File: config.mk
export PLATFORM = sky130hd
export DESIGN_NAME = pipe_ctrl_flat
export DESIGN_NICKNAME = d
export VERILOG_FILES = /design/src/rtl/pipe_pkg.sv /design/src/rtl/pipe_ctrl_if.sv /design/src/rtl/pipe_ctrl_fwd_sel.sv /design/src/rtl/pipe_ctrl.sv /design/src/flat_wrapper.sv
export SDC_FILE = /design/constraint.sdc
export NUM_CORES = 1
export LEC_CHECK = 0
export BUFFER_PORTS_ARGS = -buffer_cell sky130_fd_sc_hd__buf_2
export CAP_MARGIN = 20
export CORE_MARGIN = 8
export CORE_UTILIZATION = 43
export DETAILED_ROUTE_END_ITERATION = 8
export PLACE_DENSITY = 0.79
export SYNTH_ARGS = -nofsm -noshare
export SYNTH_HDL_FRONTEND = slang
export SYNTH_SLANG_ARGS = --single-unit
File: constraint.sdc
create_clock -name clk -period 2.5 [get_ports clk]
set_input_delay 0.25 -clock clk [delete_from_list [all_inputs] [get_ports clk]]
set_output_delay 0.25 -clock clk [all_outputs]
set_load 0.02 [all_outputs]
File: src/rtl/pipe_pkg.sv
// Shared encodings for the pipeline controller: PC mux selects, operand
// forwarding selects and interrupt FSM states.
package pipe_pkg;

  typedef enum logic [1:0] {
    PC_INC = 2'b00,
    PC_BR  = 2'b01,
    PC_VEC = 2'b10,
    PC_EPC = 2'b11
  } pc_sel_e;

  typedef enum logic [1:0] {
    FW_RF  = 2'b00,
    FW_WB  = 2'b01,
    FW_MEM = 2'b10
  } fwd_e;

  typedef enum logic [1:0] {
    ST_IDLE    = 2'b00,
    ST_PENDING = 2'b01,
    ST_HANDLER = 2'b10
  } irq_state_e;

  // Wide enough for LOAD_LAT-1 with LOAD_LAT up to 7.
  localparam int CNT_W = 3;

endpackage

File: src/rtl/pipe_ctrl_if.sv
// Stage-facing signal bundle of the pipeline controller. The pipeline side
// (master) supplies stage fields; the controller (slave) returns hold/flush/select.
interface pipe_ctrl_if #(
  parameter int XLEN   = 32,
  parameter int REG_AW = 5
);
  logic [REG_AW-1:0] id_rs1;
  logic [REG_AW-1:0] id_rs2;
  logic              id_use1;
  logic              id_use2;
  logic              id_mret;
  logic              ex_valid;
  logic [XLEN-1:0]   ex_pc;
  logic [REG_AW-1:0] ex_rs1;
  logic [REG_AW-1:0] ex_rs2;
  logic [REG_AW-1:0] ex_rd;
  logic              ex_memread;
  logic              ex_regwrite;
  logic [REG_AW-1:0] mem_rd;
  logic [REG_AW-1:0] wb_rd;
  logic              mem_regwrite;
  logic              wb_regwrite;
  logic              br_taken;
  logic              interrupt;
  logic              pc_write;
  logic              ifid_write;
  logic              idex_bubble;
  logic              ifid_flush;
  logic              idex_flush;
  logic              exmem_flush;
  logic [1:0]        pc_sel;
  logic [1:0]        forward_a;
  logic [1:0]        forward_b;
  logic [XLEN-1:0]   epc;
  logic              irq_active;

  modport master (
    output id_rs1, id_rs2, id_use1, id_use2, id_mret, ex_valid, ex_pc,
           ex_rs1, ex_rs2, ex_rd, ex_memread, ex_regwrite, mem_rd, wb_rd,
           mem_regwrite, wb_regwrite, br_taken, interrupt,
    input  pc_write, ifid_write, idex_bubble, ifid_flush, idex_flush,
           exmem_flush, pc_sel, forward_a, forward_b, epc, irq_active
  );

  modport slave (
    input  id_rs1, id_rs2, id_use1, id_use2, id_mret, ex_valid, ex_pc,
           ex_rs1, ex_rs2, ex_rd, ex_memread, ex_regwrite, mem_rd, wb_rd,
           mem_regwrite, wb_regwrite, br_taken, interrupt,
    output pc_write, ifid_write, idex_bubble, ifid_flush, idex_flush,
           exmem_flush, pc_sel, forward_a, forward_b, epc, irq_active
  );
endinterface

File: src/rtl/pipe_ctrl_fwd_sel.sv
// Forwarding select for one EX operand; the younger MEM result beats WB,
// and x0 is never forwarded.
module fwd_sel
  import pipe_pkg::*;
#(
  parameter int REG_AW = 5
) (
  input  logic [REG_AW-1:0] ex_rs,
  input  logic [REG_AW-1:0] mem_rd,
  input  logic              mem_regwrite,
  input  logic [REG_AW-1:0] wb_rd,
  input  logic              wb_regwrite,
  output logic [1:0]        sel
);

  // Priority compare of MEM then WB destination against the operand.
  always_comb begin
    sel = FW_RF;
    if (mem_regwrite && (mem_rd != {REG_AW{1'b0}}) && (mem_rd == ex_rs)) begin
      sel = FW_MEM;
    end else if (wb_regwrite && (wb_rd != {REG_AW{1'b0}}) && (wb_rd == ex_rs)) begin
      sel = FW_WB;
    end else begin
      sel = FW_RF;
    end
  end

endmodule

File: src/rtl/pipe_ctrl.sv
// Pipeline control: forwarding, load-use stalls, branch flushes and a precise
// interrupt entry/return FSM. Hold/flush/select outputs react in the same cycle.
module pipe_ctrl
  import pipe_pkg::*;
#(
  parameter int              XLEN     = 32,
  parameter int              REG_AW   = 5,
  parameter int              LOAD_LAT = 1,
  parameter logic [XLEN-1:0] IRQ_VEC  = 32'h0000_0100
) (
  input logic        clk,
  input logic        rst,
  pipe_ctrl_if.slave bus
);

  if (LOAD_LAT < 1 || LOAD_LAT > 7) begin : g_bad_lat
    $error("pipe_ctrl: LOAD_LAT must be in 1..7");
  end
  if (IRQ_VEC[1:0] != 2'b00) begin : g_bad_vec
    $error("pipe_ctrl: IRQ_VEC must be word aligned");
  end

  irq_state_e       state_r;
  logic [CNT_W-1:0] cnt_r;
  logic             pending_r;
  logic             irq_prev_r;
  logic             irq_active_r;
  logic [XLEN-1:0]  epc_r;

  logic       hz_s, stall_s, rise_s, pend_s, take_s, mret_s;
  logic [1:0] fa_s, fb_s, pc_sel_s;
  logic       pc_write_s, ifid_write_s, idex_bubble_s;
  logic       ifid_flush_s, idex_flush_s, exmem_flush_s;

  fwd_sel #(.REG_AW(REG_AW)) u_fwd_a (
    .ex_rs(bus.ex_rs1), .mem_rd(bus.mem_rd), .mem_regwrite(bus.mem_regwrite),
    .wb_rd(bus.wb_rd), .wb_regwrite(bus.wb_regwrite), .sel(fa_s)
  );

  fwd_sel #(.REG_AW(REG_AW)) u_fwd_b (
    .ex_rs(bus.ex_rs2), .mem_rd(bus.mem_rd), .mem_regwrite(bus.mem_regwrite),
    .wb_rd(bus.wb_rd), .wb_regwrite(bus.wb_regwrite), .sel(fb_s)
  );

  assign hz_s = bus.ex_valid && bus.ex_memread && bus.ex_regwrite &&
                (bus.ex_rd != {REG_AW{1'b0}}) &&
                ((bus.id_use1 && (bus.ex_rd == bus.id_rs1)) ||
                 (bus.id_use2 && (bus.ex_rd == bus.id_rs2)));
  assign stall_s = hz_s || (cnt_r != {CNT_W{1'b0}});
  assign rise_s  = bus.interrupt && !irq_prev_r;
  assign pend_s  = pending_r || rise_s;
  // The EX instruction is killed at entry and re-executed from epc on return.
  assign take_s  = (state_r == ST_PENDING) && bus.ex_valid && !bus.br_taken && !stall_s;
  assign mret_s  = (state_r == ST_HANDLER) && bus.id_mret && !bus.br_taken && !stall_s;

  // Priority decode of hold/flush/PC select: branch, interrupt entry, stall, mret.
  always_comb begin
    pc_sel_s      = PC_INC;
    pc_write_s    = 1'b1;
    ifid_write_s  = 1'b1;
    idex_bubble_s = 1'b0;
    ifid_flush_s  = 1'b0;
    idex_flush_s  = 1'b0;
    exmem_flush_s = 1'b0;
    if (!rst) begin
      pc_sel_s = PC_INC;
    end else if (bus.br_taken) begin
      pc_sel_s      = PC_BR;
      ifid_flush_s  = 1'b1;
      idex_flush_s  = 1'b1;
      exmem_flush_s = 1'b1;
    end else if (take_s) begin
      pc_sel_s      = PC_VEC;
      ifid_flush_s  = 1'b1;
      idex_flush_s  = 1'b1;
      exmem_flush_s = 1'b1;
    end else if (stall_s) begin
      pc_write_s    = 1'b0;
      ifid_write_s  = 1'b0;
      idex_bubble_s = 1'b1;
    end else if (mret_s) begin
      pc_sel_s     = PC_EPC;
      ifid_flush_s = 1'b1;
    end else begin
      pc_sel_s = PC_INC;
    end
  end

  assign bus.pc_sel      = pc_sel_s;
  assign bus.pc_write    = pc_write_s;
  assign bus.ifid_write  = ifid_write_s;
  assign bus.idex_bubble = idex_bubble_s;
  assign bus.ifid_flush  = ifid_flush_s;
  assign bus.idex_flush  = idex_flush_s;
  assign bus.exmem_flush = exmem_flush_s;
  assign bus.forward_a   = rst ? fa_s : FW_RF;
  assign bus.forward_b   = rst ? fb_s : FW_RF;
  assign bus.epc         = epc_r;
  assign bus.irq_active  = irq_active_r;

  // Stall counter, interrupt edge/pending tracking and the interrupt FSM.
  always_ff @(posedge clk or negedge rst) begin
    if (!rst) begin
      state_r      <= ST_IDLE;
      cnt_r        <= {CNT_W{1'b0}};
      pending_r    <= 1'b0;
      irq_prev_r   <= 1'b0;
      irq_active_r <= 1'b0;
      epc_r        <= {XLEN{1'b0}};
    end else begin
      irq_prev_r <= bus.interrupt;

      if (bus.br_taken) begin
        cnt_r <= {CNT_W{1'b0}};
      end else if (hz_s && (cnt_r == {CNT_W{1'b0}})) begin
        cnt_r <= CNT_W'(LOAD_LAT - 1);
      end else if (cnt_r != {CNT_W{1'b0}}) begin
        cnt_r <= cnt_r - CNT_W'(1);
      end else begin
        cnt_r <= cnt_r;
      end

      if (rise_s) begin
        pending_r <= 1'b1;
      end else if (take_s) begin
        pending_r <= 1'b0;
      end else begin
        pending_r <= pending_r;
      end

      case (state_r)
        ST_IDLE: begin
          state_r <= pend_s ? ST_PENDING : ST_IDLE;
        end
        ST_PENDING: begin
          if (take_s) begin
            state_r      <= ST_HANDLER;
            irq_active_r <= 1'b1;
            epc_r        <= bus.ex_pc;
          end else begin
            state_r <= ST_PENDING;
          end
        end
        ST_HANDLER: begin
          if (mret_s) begin
            state_r      <= pend_s ? ST_PENDING : ST_IDLE;
            irq_active_r <= 1'b0;
          end else begin
            state_r <= ST_HANDLER;
          end
        end
        default: begin
          state_r      <= ST_IDLE;
          irq_active_r <= 1'b0;
        end
      endcase
    end
  end

endmodule

File: src/flat_wrapper.sv
// flat-port wrapper written by rule: the top's interface ports become plain ports
module pipe_ctrl_flat import pipe_pkg::*;
#(
  parameter int              XLEN     = 32,
  parameter int              REG_AW   = 5,
  parameter int              LOAD_LAT = 1,
  parameter logic [XLEN-1:0] IRQ_VEC  = 32'h0000_0100
)
  (clk, rst, bus_id_rs1, bus_id_rs2, bus_id_use1, bus_id_use2, bus_id_mret, bus_ex_valid, bus_ex_pc, bus_ex_rs1, bus_ex_rs2, bus_ex_rd, bus_ex_memread, bus_ex_regwrite, bus_mem_rd, bus_wb_rd, bus_mem_regwrite, bus_wb_regwrite, bus_br_taken, bus_interrupt, bus_pc_write, bus_ifid_write, bus_idex_bubble, bus_ifid_flush, bus_idex_flush, bus_exmem_flush, bus_pc_sel, bus_forward_a, bus_forward_b, bus_epc, bus_irq_active);
  pipe_ctrl_if #(.XLEN(XLEN), .REG_AW(REG_AW)) bus_i ();
  input logic clk;
  input logic rst;
  input wire logic [$bits(bus_i.id_rs1)-1:0] bus_id_rs1;
  input wire logic [$bits(bus_i.id_rs2)-1:0] bus_id_rs2;
  input wire logic [$bits(bus_i.id_use1)-1:0] bus_id_use1;
  input wire logic [$bits(bus_i.id_use2)-1:0] bus_id_use2;
  input wire logic [$bits(bus_i.id_mret)-1:0] bus_id_mret;
  input wire logic [$bits(bus_i.ex_valid)-1:0] bus_ex_valid;
  input wire logic [$bits(bus_i.ex_pc)-1:0] bus_ex_pc;
  input wire logic [$bits(bus_i.ex_rs1)-1:0] bus_ex_rs1;
  input wire logic [$bits(bus_i.ex_rs2)-1:0] bus_ex_rs2;
  input wire logic [$bits(bus_i.ex_rd)-1:0] bus_ex_rd;
  input wire logic [$bits(bus_i.ex_memread)-1:0] bus_ex_memread;
  input wire logic [$bits(bus_i.ex_regwrite)-1:0] bus_ex_regwrite;
  input wire logic [$bits(bus_i.mem_rd)-1:0] bus_mem_rd;
  input wire logic [$bits(bus_i.wb_rd)-1:0] bus_wb_rd;
  input wire logic [$bits(bus_i.mem_regwrite)-1:0] bus_mem_regwrite;
  input wire logic [$bits(bus_i.wb_regwrite)-1:0] bus_wb_regwrite;
  input wire logic [$bits(bus_i.br_taken)-1:0] bus_br_taken;
  input wire logic [$bits(bus_i.interrupt)-1:0] bus_interrupt;
  output wire logic [$bits(bus_i.pc_write)-1:0] bus_pc_write;
  output wire logic [$bits(bus_i.ifid_write)-1:0] bus_ifid_write;
  output wire logic [$bits(bus_i.idex_bubble)-1:0] bus_idex_bubble;
  output wire logic [$bits(bus_i.ifid_flush)-1:0] bus_ifid_flush;
  output wire logic [$bits(bus_i.idex_flush)-1:0] bus_idex_flush;
  output wire logic [$bits(bus_i.exmem_flush)-1:0] bus_exmem_flush;
  output wire logic [$bits(bus_i.pc_sel)-1:0] bus_pc_sel;
  output wire logic [$bits(bus_i.forward_a)-1:0] bus_forward_a;
  output wire logic [$bits(bus_i.forward_b)-1:0] bus_forward_b;
  output wire logic [$bits(bus_i.epc)-1:0] bus_epc;
  output wire logic [$bits(bus_i.irq_active)-1:0] bus_irq_active;
  assign bus_i.id_rs1 = bus_id_rs1;
  assign bus_i.id_rs2 = bus_id_rs2;
  assign bus_i.id_use1 = bus_id_use1;
  assign bus_i.id_use2 = bus_id_use2;
  assign bus_i.id_mret = bus_id_mret;
  assign bus_i.ex_valid = bus_ex_valid;
  assign bus_i.ex_pc = bus_ex_pc;
  assign bus_i.ex_rs1 = bus_ex_rs1;
  assign bus_i.ex_rs2 = bus_ex_rs2;
  assign bus_i.ex_rd = bus_ex_rd;
  assign bus_i.ex_memread = bus_ex_memread;
  assign bus_i.ex_regwrite = bus_ex_regwrite;
  assign bus_i.mem_rd = bus_mem_rd;
  assign bus_i.wb_rd = bus_wb_rd;
  assign bus_i.mem_regwrite = bus_mem_regwrite;
  assign bus_i.wb_regwrite = bus_wb_regwrite;
  assign bus_i.br_taken = bus_br_taken;
  assign bus_i.interrupt = bus_interrupt;
  assign bus_pc_write = bus_i.pc_write;
  assign bus_ifid_write = bus_i.ifid_write;
  assign bus_idex_bubble = bus_i.idex_bubble;
  assign bus_ifid_flush = bus_i.ifid_flush;
  assign bus_idex_flush = bus_i.idex_flush;
  assign bus_exmem_flush = bus_i.exmem_flush;
  assign bus_pc_sel = bus_i.pc_sel;
  assign bus_forward_a = bus_i.forward_a;
  assign bus_forward_b = bus_i.forward_b;
  assign bus_epc = bus_i.epc;
  assign bus_irq_active = bus_i.irq_active;
  pipe_ctrl #(.XLEN(XLEN), .REG_AW(REG_AW), .LOAD_LAT(LOAD_LAT), .IRQ_VEC(IRQ_VEC)) u_core (.clk(clk), .rst(rst), .bus(bus_i));
endmodule
==> results of run 1 <==
-- area by class of cell --
type	instances	area share, %
sequential	40	34.8
inverter	7	0.913
timing repair buffer	127	22.9
clock buffer	6	2.87
clock inverter	2	1.35
multi-input combinational	118	34.8
tap	54	2.35
-- metrics by stage --
stage / std cells / setup WS (ns) / utilization [%] / area (um^2) / total power (W)
floorplan: 173 / 0.148 / - / 2090 / 0.00204
global placement: 346 / 0.180 / 58.7 / 2760 / 0.00251
detailed placement: 346 / 0.143 / 58.7 / 2760 / 0.00255
CTS: 354 / 0.117 / 61.3 / 2880 / 0.00312
global route: 354 / 0.0267 / 61.3 / 2880 / 0.00325
finish: 354 / 0.120 / 61.3 / 2880 / 0.00306
-- path summary, 6_finish.rpt --
check                                      to  depth (start not counted)
hold / removal              u_core.irq_prev_r                          2
setup / recovery               bus_idex_flush                          7
setup reg to reg           u_core.bus.epc[29]                          7
max in group asynchronous  u_core.bus.epc[21]                          2
min in group clk            u_core.irq_prev_r                          1
hold reg to reg            u_core.bus.epc[26]                          1
-- power by group through the flow --
stage,Sequential (W),Combinational (W),Clock (W)
6_report,0.00110,0.00141,0.000549
4_1_cts,0.00110,0.00144,0.000572
3_5_place_dp,0.00112,0.00144,0
2_1_floorplan,0.00146,0.000585,0
5_1_grt,0.00114,0.00152,0.000590
3_3_place_gp,0.00110,0.00141,0
-- placed cells by master (no fill, tap or decap), types with 3 or more instances in the layout --
cell type,n
buf_2,123
dfrtp_1,40
mux2_2,31
xor2_1,22
xnor2_1,8
inv_1,7
nor4_1,7
clkbuf_8,6
or4_1,5
nand3_1,5
o21ai_0,4
and2_1,4
buf_4,3
-- critical path: cells and delay by family, from the launching register on --
kind	cells	cell delay, ns
AO/OA/AOI/OAI	2	0.37
adder cells (fa/ha/maj)	2	0.37
buffers and inverters	2	0.30
flip-flops	1	0.38
AND/OR/NAND/NOR	1	0.42
-- layer usage --
metal / track usage, % / routed length [um] / vias to the layer above
met5: 0 / 0 / -
met4: 6.05 / 97 / 0
met3: 5.92 / 496 / 7
met2: 24.2 / 2650 / 74
met1: 15.7 / 2190 / 815
li1: - / - / 866
-- sequential cells by signal (all words and copies together), names as in the netlist --
| name | cells |
|---|---|
| u_core.irq_prev_r | 1 |
| u_core.bus.irq_active | 1 |
| u_core.state_r | 2 |
| u_core.bus.epc | 32 |
| u_core.cnt_r | 3 |
| u_core.pending_r | 1 |
-- logic make-up (layout without fill, tap and decap cells) --
kind of cell | Yosys count | count (layout) | synth area share [%]
buffers and inverters | 15 | 142 | 4.19
DFF | 40 | 40 | 47.9
and+or+nand+nor | 35 | 35 | 10.5
muxes | 32 | 32 | 17.2
AOI/OAI and AO/OA | 19 | 19 | 6.40
adders and majority gates | 2 | 2 | 1.20
xor gates and xnor gates | 30 | 30 | 12.6
==> summary.md, run 1 <==
| Metric | Value |
|---|---|
| Post-route ant nets | `0` |
| Layout cells sized above 1 | `56.0%` |
| CP arrival | `about 2.1 ns` |
| Synth Instances | `~170` |
| Critical path type | `reg -> out` |
| CTS tree | `yes` |
| Initial core utilization | `44.6%` |
| Post-layout min period | `around 2.4 ns` |
| Area of the multi-input gates | `0.00100 mm^2` |
| Setup bufs post-CTS | `0` |
| Synth area leaders | `dfrtp_1 (48%), mux2_2 (17%), xor2_1 (9.2%)` |
| CTS max path bufs | `2` |
| DIE WIDTH | `85.7 um` |
| Seq/Total Area, Yosys | `a little under half` |
| Area Overhead vs Synth | `37.6%` |
| Comb pwr share | `between 40% and 50%` |
| Status | `finished, final reports clean` |
| Hold_buf cts | `0` |
| Port buffer count | `approximately 120` |
| Switching part of the total | `37.8%` |
| Setup TNS | `0 ns` |
| Number of global-route vias before repair | `approximately 1,800` |
| Avg Cell Area, Syn | `roughly 12 um^2` |
| Synth top area share | `47.9%` |
| WL/cell | `approximately 15 um` |
| Final wirelength | `5430 um` |
| LEAKAGE | `1.42 nW` |
| Antenna violations before repair | `0` |
| F_max | `420 MHz` |
| Clock Power Share | `17.9%` |
| Number of synthesized flops with an enable pin | `0` |
| Distinct cells, synth | `38` |
| Routed vias/inst | `4.98` |
| Die footprint | `0.00735 mm^2` |
| Crit end category | `output port` |
| Max Clock Skew | `roughly 0.007 ns` |
| Slew Viols, Final | `0` |
| Vias | `approximately 1,800` |
| First-pass GRT wire length | `roughly 8500 um` |
| WP data required | `2.25 ns` |
| Post-route DRC | `0` |
| Ports | `124` |
| Slew HR | `62.8%` |
| Htree depth | `2` |
| Routability cong. | `0.782` |
| Num Clock Sinks | `40` |
| Cell mode on critical path | `ha_1` |
| Post-detail-place hpwl | `4520 um` |
| Asr flop ratio synth | `between 90% and 100%` |
| Fill count | `381` |
| Diodes inserted | `0` |
| Slew at the pin closest to its max-slew limit | `0.559 ns` |
| GR Overflow Total | `0` |
| Mapped Area | `0.00209 mm^2` |
| Yosys warning total | `0` |
| Max_cap viols | `0` |
| Fraction of power consumed by sequential logic | `35.9%` |
| CORE AREA | `0.00469 mm^2` |
| Critical path peak fanout | `7` |
| Root buf cell | `clkbuf_8` |
| # rows | `25` |
| Final setup fails | `0` |
| Tcrit/Tclk final | `95.2%` |
| Num CTS Buffers | `5` |
| Peak VDD IR | `0.523 mV` |
| R2R Path Start | `u_core.cnt_r[0]` |
| RSZ-0062 raised after global routing | `false` |
| Cell accounting for the most synthesized area | `dfrtp_1` |
| Worst path cell trace | `inv_1 -> ha_1 -> ha_1 -> o21ai_2 -> or3_1 -> a21boi_1 -> buf_2` |
| Clock slew at the register clock pins of the worst setup and hold paths | `0.08 ns` |
| Most frequent cells after synthesis | `dfrtp_1 (40), mux2_2 (31), xor2_1 (22), xnor2_1 (8)` |
| Fin Hold WS | `0.0582 ns` |
| Syn Nets | `254` |
| Drt pass-1 iters | `4` |
| Worst hold path type | `in -> async` |
| Initial drt markers | `17` |
| Setup crit start | `u_core.cnt_r[0]` |
| Largest net degree at the start of global routing | `a little under 50` |
| Seq cells post-synth | `40` |
| Most frequent cell after synthesis | `dfrtp_1` |
| Synth Flop Type | `dfrtp_1` |
| # nets final | `380` |
| Crit path launch type | `flop` |
| GRT Total Usage | `around 14%` |
| Post_cts resized | `0` |
| Internal power consumption | `0.00190 W` |
| Worst-Skew Late Latency | `0.29 ns` |
| Die Y | `85.7 um` |
| P_sw | `0.00116 W` |
| Slowest stage delay, CP | `0.42 ns` |
| Setup slack, reg-to-reg | `0.53 ns` |
| Hold Vio Cnt, Final | `0` |
| CP max-delay cell | `or3_1` |
| P per Cell Area | `between 1000 and 1500 mW/mm^2` |
| Register area | `0.00100 mm^2` |
(Power assumes the default switching activity.)
==> run 2: changes to the inputs <==
--- a/config.mk
+++ b/config.mk
@@ -10,7 +10,7 @@
 export CORE_MARGIN = 8
 export CORE_UTILIZATION = 43
 export DETAILED_ROUTE_END_ITERATION = 8
-export PLACE_DENSITY = 0.79
+export PLACE_DENSITY_LB_ADDON = 0.2
 export SYNTH_ARGS = -nofsm -noshare
 export SYNTH_HDL_FRONTEND = slang
 export SYNTH_SLANG_ARGS = --single-unit
==> constraint.sdc (replaced) <==
create_clock -name clk -period 2.5 [get_ports clk]
set_input_delay 0.125 -clock clk [delete_from_list [all_inputs] [get_ports clk]]
set_output_delay 0.125 -clock clk [all_outputs]
set_load 0.02 [all_outputs]
==> summary.md, run 2 (synthesis results as in run 1) <==
| Metric | Value |
|---|---|
| Critical Path End | `bus_idex_flush` |
| Initial drt markers | `62` |
| Critical path type | `reg -> out` |
| Worst path cell trace | `inv_1 -> ha_1 -> ha_1 -> o21ai_2 -> or3_1 -> a21boi_0 -> buf_2` |
| Switching part of the total | `between 30% and 40%` |
| Drt pass-1 iters | `4` |
| WL/cell | `~15 um` |
| Num Clock Sinks | `40` |
| GR Overflow Total | `0` |
| GRT Total Usage | `14.3%` |
| DP Cell Count | `345` |
| F_max | `~450 MHz` |
| FF-to-FF End | `u_core.bus.epc[14]` |
| Commonest non-fill, non-tap cells in the layout | `buf_2 (123), dfrtp_1 (40), mux2_2 (31)` |
| Cell mode on critical path | `ha_1` |
| Crit end category | `output port` |
| Hold Vio Cnt, Final | `0` |
| Slew HR | `62.6%` |
| Post-detail-place hpwl | `4330 um` |
| Worst-Skew Late Latency | `0.28 ns` |
| Final wirelength | `5250 um` |
| Largest register FFs | `32` |
| Slowest stage delay, CP | `0.42 ns` |
| First-pass GRT wire length | `8600 um` |
| Fraction of power consumed by sequential logic | `between 30% and 40%` |
| DIE WIDTH | `85.7 um` |
| Area Overhead vs Synth | `36.4%` |
| # rows | `25` |
| Post_cts resized | `0` |
| R2R Path Start | `u_core.cnt_r[0]` |
| Worst hold path type | `in -> reg` |
| Die Y | `~86 um` |
| P per Cell Area | `roughly 1000 mW/mm^2` |
| CP max-delay cell | `or3_1` |
| Vias | `1,734` |
| Peak VDD IR | `around 0.52 mV` |
| CORE AREA | `about 0.0047 mm^2` |
| Layout cells sized above 1 | `54.8%` |
| CTS tree | `yes` |
| Max_cap viols | `0` |
| RSZ-0062 raised after global routing | `false` |
| Status | `finished, final reports clean` |
| Port buffer count | `123` |
| Root buf cell | `clkbuf_8` |
| Tcrit/Tclk final | `between 80% and 90%` |
| Die footprint | `0.00735 mm^2` |
| Antenna violations before repair | `0` |
| Initial core utilization | `between 40% and 50%` |
| Worst r2r path cells | `7` |
| Fill count | `394` |
| Crit path launch type | `flop` |
| WP data required | `2.38 ns` |
| Critical path peak fanout | `6` |
| Layout Cells excl Fill | `355` |
| Setup ws final | `0.276 ns` |
| # nets final | `381` |
| Place WS | `0.357 ns` |
| Clock slew at the register clock pins of the worst setup and hold paths | `roughly 0.070 ns` |
| Largest net degree at the start of global routing | `49` |
| Clock Power Share | `13.9%` |
| Post-route ant nets | `0` |
| Setup crit start | `u_core.cnt_r[0]` |
| Comb pwr share | `48.1%` |
| Slew at the pin closest to its max-slew limit | `~0.56 ns` |
| Register area | `0.00100 mm^2` |
| Routability cong. | `0.874` |
| Area of the multi-input gates | `0.00100 mm^2` |
| Final setup fails | `0` |
| Commonest non-fill, non-tap cell in the layout | `buf_2` |
| LEAKAGE | `between 1 and 1.5 nW` |
| P_sw | `0.00114 W` |
| Max Clock Skew | `0.0101 ns` |
| Post-layout min period | `~2.2 ns` |
| Slew Viols, Final | `0` |
| Num CTS Buffers | `5` |
| Routed vias/inst | `4.88` |
| Setup TNS | `0 ns` |
| Htree depth | `2` |
| Setup slack, reg-to-reg | `~0.62 ns` |
| Diodes inserted | `0` |
| Internal power consumption | `0.00177 W` |
| CP arrival | `approximately 2.1 ns` |
| Number of global-route vias before repair | `1,920` |
| Ports | `about 120` |
| Post-route DRC | `0` |
| CTS max path bufs | `2` |
-- run 2: how the worst min path moves through the flow --
| stage | cells after the start | end | slack [ns] | startpoint |
|---|---|---|---|---|
| 2_1_floorplan | 0 | u_core.bus.epc[0] | -0.17 | rst |
| 4_1_cts | 2 | u_core.bus.epc[26] | 0.06 | bus_ex_pc[26] |
| 3_5_place_dp | 1 | u_core.irq_prev_r | 0.25 | bus_interrupt |
| 5_1_grt | 2 | u_core.bus.epc[5] | 0.05 | bus_ex_pc[5] |
| 6_report | 2 | u_core.bus.epc[26] | 0.07 | bus_ex_pc[26] |
| 3_3_place_gp | 1 | u_core.irq_prev_r | 0.25 | bus_interrupt |
-- run 2: worst max-delay path, delay by kind of cell (launching register included) --
family                   cells  cell delay (ns)
buffers and inverters        2             0.29
flip-flops                   1             0.38
AND/OR/NAND/NOR              1             0.42
adder cells (fa/ha/maj)      2             0.36
AO/OA/AOI/OAI                2             0.37
-- run 2: per-stage QoR --
step / instance area (um^2) / utilization (%) / hold slack, ns / total power [W]
detailed placement: 2750 / 58.6 / 0.249 / 0.00255
floorplan: 2090 / - / -0.171 / 0.00204
global route: 2850 / 60.8 / 0.0548 / 0.00313
CTS: 2850 / 60.8 / 0.0568 / 0.00297
global placement: 2750 / 58.6 / 0.247 / 0.00251
finish: 2850 / 60.8 / 0.0663 / 0.00292
-- run 2: layout make-up --
class / count / area share [%]
Tap cell: 54 / 2.37
Inverter: 7 / 0.921
Clock inverter: 1 / 0.307
Sequential cell: 40 / 35.1
Clock buffer: 7 / 2.68
Multi-Input combinational cell: 118 / 35.1
Timing Repair Buffer: 128 / 23.5
-- run 2: timing repair --
item	4_1_cts	5_1_grt
hold buffers	2	0
setup buffers	0	0
hold endpoints to repair	41	0
-- run 2: per-layer routing --
metal / track usage (%) / wire (um) / vias to the layer above
li1: - / - / 866
met1: 15.7 / 2080 / 803
met2: 25.5 / 2720 / 62
met3: 5.73 / 431 / 3
met4: 2.39 / 14 / 0
met5: 0 / 0 / -
-- run 2: power groups by stage --
stage | sequential (W) | clock, W | combinational [W]
detailed placement | 0.00113 | 0 | 0.00142
floorplan | 0.00146 | 0 | 0.000585
CTS | 0.00112 | 0.000429 | 0.00143
finish | 0.00111 | 0.000405 | 0.00140
global placement | 0.00111 | 0 | 0.00141
global route | 0.00116 | 0.000454 | 0.00152
